[config.mk]
export PLATFORM = sky130hd
export DESIGN_NAME = bslc
export DESIGN_NICKNAME = d
export VERILOG_FILES = /design/src/rtl/bslc.sv
export SDC_FILE = /design/constraint.sdc
export NUM_CORES = 1
export LEC_CHECK = 0
export CAP_MARGIN = 20
export CORE_MARGIN = 3
export CORE_UTILIZATION = 34
export CTS_CLUSTER_SIZE = 14
export DETAILED_ROUTE_END_ITERATION = 7
export PLACE_DENSITY = 0.8
export SYNTH_ARGS = -nofsm -noshare
export SYNTH_HDL_FRONTEND = slang
export SYNTH_SLANG_ARGS = --single-unit
[constraint.sdc]
create_clock -name clk -period 1.2 [get_ports clk]
set_clock_uncertainty 0.2 [all_clocks]
set_input_delay 0.18 -clock clk [delete_from_list [all_inputs] [get_ports clk]]
set_output_delay 0.18 -clock clk [all_outputs]
set_load 0.02 [all_outputs]
[src/rtl/bslc.sv]
// rtl/bslc.sv - barrel-shifter left-cyclic stage with fixed rotate distance and registered copy
module bslc #(
  parameter int N = 32,
  parameter int b = 1
) (
  input  logic         clk,
  input  logic         rst,
  input  logic [N-1:0] a,
  input  logic         s,
  output logic [N-1:0] z,
  output logic [N-1:0] z_q
);

  // Reject identity or out-of-range rotate distances at elaboration.
  generate
    if (N < 2) begin : g_bad_width
      $error("bslc: N must be at least 2");
    end
    if (b < 1 || b > N - 1) begin : g_bad_shift
      $error("bslc: b must lie in 1..N-1");
    end
  endgenerate

  // One 2:1 mux per bit; the rotated leg index is a constant per bit, so no
  // shifter or adder exists at runtime.
  generate
    for (genvar i = 0; i < N; i++) begin : g_bit
      localparam int SRC = (i - b + N) % N;
      assign z[i] = s ? a[SRC] : a[i];
    end
  endgenerate

  // Pipeline copy of the combinational result; reset clears it immediately.
  always_ff @(posedge clk or posedge rst) begin
    if (rst) begin
      z_q <= '0;
    end else begin
      z_q <= z;
    end
  end

endmodule

* After elaboration in Yosys (flattened, before gate mapping) *
Cells that the tools add are included.

cells by class
  multiplexer cells = 32

operators by type and width
  kind     number
  $mux W1  32

storage, ports and cells
  word-level logic and storage cells = 33
  input port bits = 35
  register bits = 32

* Logic depth before layout (Yosys ltp) *
  depth in word-level cells = 1
  depth in mapped cells = 3

* Worst setup path before layout *
OpenSTA, ideal clock, no wires.

  path type = input port to output port
  start = input port s
  end = output port z[0]
  setup slack = 47 ps
  path buffers = 2
  arrival time = 773 ps
  cell stages on the path = 3
  path through = buf_6 buf_12 mux2_4

on the way
  cells in the longest elaborated chain, start to end = 1

RTL lines
  item                RTL line  RTL
  start: declaration  9         input logic s,
  $mux W1             29        assign z[i] = s ? a[SRC] : a[i];
  end: declaration    10        output logic [N-1:0] z,

Every way passes these cells.

* Worst setup path in the final report *
  start = input port s
  end = output port z[1]

Same word-level chain as after synthesis.

==> results.json <==
{
  "netlist_area_um2": 1349,
  "critical_path_class": "in -> out",
  "yosys_register_bits": 32,
  "worstPathMaxFanout": 6,
  "cts_hold_buf": 0,
  "violations": "negative setup slack",
  "dp_hpwl_um": 2801,
  "rsz0062_at_grt": "true",
  "vdd_drop_max_uv": 759.3,
  "antenna_found_initial": 0,
  "ys_seq_area_share_pct": 59.37,
  "area_growth_pct": 88.03,
  "clock_sinks": 32,
  "antenna_left": 0,
  "dieArea_um2": 4759,
  "io_buffer_count": 98,
  "end_kind": "output port",
  "synth_largest_area_cell": "dfrtp_1",
  "synthArstFlopShare_pct": 100.0,
  "die_w_um": 68.99,
  "cts_root_buf": "clkbuf_8",
  "grt_usage_pct": 17.74,
  "diodes": 0,
  "min_path_type": "in -> async",
  "cts_buffer_depth": 2,
  "tritoncts": "built",
  "synth_compound_area_share_pct": 0,
  "reg_top3": "z_q x32",
  "yosysWarnings": 0,
  "yosysUniqueCellTypes": 6,
  "grt.overflow.total": 0,
  "die_h_um": 68.99,
  "drv_cap": 0,
  "vias": 1024,
  "timing.final.ws_setup_ns": -0.09188,
  "holdWs_ns": 0.05633,
  "power_leakage_uw": 0.001319,
  "coreArea_um2": 3744,
  "power_per_cell_area_nw_per_um2": 1122,
  "rows": 22,
  "relSlewSlack_pct": 88.43,
  "via_per_inst": 4.414,
  "synth_top_area_share_pct": 59.37,
  "cp_slowest_cell": "mux2_4",
  "place_ws_ns": -0.6457,
  "worst_path_most_repeated_cell": "buf_16",
  "setup_violations": 32,
  "synth_simple_gate_area_share_pct": 0,
  "period_share_pct": 107.7,
  "drc": 0,
  "cp_cell_sequence": "buf_16 -> buf_16 -> mux2_4 -> buf_6",
  "status": "finished, violations left",
  "grt_max_degree": 33,
  "n_fill_cell": 280,
  "synthMuxAreaShare_pct": 35.06,
  "dr_wl_met2_um": 2215,
  "initial_core_util_pct": 36.03,
  "m1WireLength_um": 1337,
  "place_congestion": 0.6912,
  "drtPass1Iterations": 3,
  "avgSynthCellArea_um2": 19.55,
  "layout.nets": 221,
  "ys_top_cells_by_area": "dfrtp_1 59%, mux2_4 33%, buf_12 4.5%, mux2_2 1.7%, buf_6 0.83%",
  "tightestPinTransition_ns": 0.1735,
  "final_util_pct": 67.75,
  "synth_adder_area_share_pct": 0,
  "grt_pass1_vias": 1109,
  "yosysMostFrequentCell": "dfrtp_1",
  "wl_met3_um": 314,
  "top_register": "z_q",
  "clock.fmax_mhz": 774.1,
  "drt_iter0_drc": 23,
  "synth_xor_area_share_pct": 0,
  "top_layer": "met4",
  "grt_pass1_wl_um": 5809,
  "synth_ff_type": "dfrtp_1",
  "drive_gt1_share_pct": 64.13,
  "io_pins": 99,
  "synth_edf_count": 0,
  "htreeDepth": 2,
  "finalHoldViolCount": 0,
  "synthTopCellsByCount": "32 x dfrtp_1, 30 x mux2_4, 3 x buf_12",
  "wl_per_cell_um": 16.85,
  "start_kind": "input pin",
  "max_stage_delay_ns": 0.31,
  "syn_inst": 69,
  "routed_wl_um": 3909,
  "drv_slew": 0,
  "crit_arrival_ns": 0.91,
  "clk_pin_slew_ns": 0.06,
  "largest_reg_flops": 32,
  "synthesis.nets": 104,
  "cp.required_ns": 0.82,
  "numCtsBuffers": 5,
  "finalCriticalPeriod_ns": 1.292,
  "synth_top_family_by_area": "multiplexers"
}
[layout by cell type (no fill, tap or decap)]
cell,instances
buf_12,3
buf_16,5
buf_2,24
buf_4,10
buf_6,39
clkbuf_8,5
clkdlybuf4s50_1,1
dfrtp_1,32
dlygate4sd2_1,32
inv_1,1
mux2_4,32
[per-stage QoR]
stage / total power, uW / area [um2] / cells / TNS, ns
6_report: 2847 / 2536 / 232 / -2.510
5_1_grt: 2984 / 2536 / 232 / -2.946
4_1_cts: 2845 / 2460 / 228 / -2.568
3_5_place_dp: 2133 / 2369 / 215 / -23.38
3_3_place_gp: 2115 / 2369 / 215 / -22.35
2_1_floorplan: 1650 / 1349 / 69 / 0
[path summary, 6_finish.rpt]
kind / cells after the start / slack [ns] / start / to
min: 3 / 0.06 / rst / z_q[28]
max in group asynchronous: 3 / 0.58 / rst / z_q[6]
min in group clk: 2 / 0.11 / a[27] / z_q[28]
max: 4 / -0.09 / s / z[1]
[cell type report]
class | count | area (um2) | area share [%]
clock buffers | 5 | 68.82 | 2.713
inverters | 1 | 3.754 | 0.1480
well taps | 48 | 60.06 | 2.368
repair buffers | 114 | 1122 | 44.25
flip-flops and latches | 32 | 800.8 | 31.57
multi-input cells | 32 | 480.5 | 18.94
[what timing repair did]
action | CTS | global route
gates resized for setup | 366 | 15
hold endpoints to repair | 0 | 0
setup endpoints to repair | 64 | 40
buffers inserted | 4 | 4
gates cloned | 4 | 0
[logic make-up after synthesis]
group and count (synthesis):
flops 32, buf+inv 5, mux 32
[worst max-delay path, delay by kind of cell]
kind / cells / cell delay (ns)
buffers and inverters: 3 / 0.42
multiplexers: 1 / 0.31
[routing by layer]
metal | GRT usage (%) | vias to the layer above
li1 | - | 470
met1 | 18.01 | 502
met2 | 33.93 | 50
met3 | 4.538 | 2
met4 | 7.299 | 0
met5 | 0 | -
[report_power, final]
group          switching, uW  internal [uW]
sequential              23.7           1160
clock                    332            373
combinational            451            507
total                    806           2040
(Power assumes the default switching activity.)
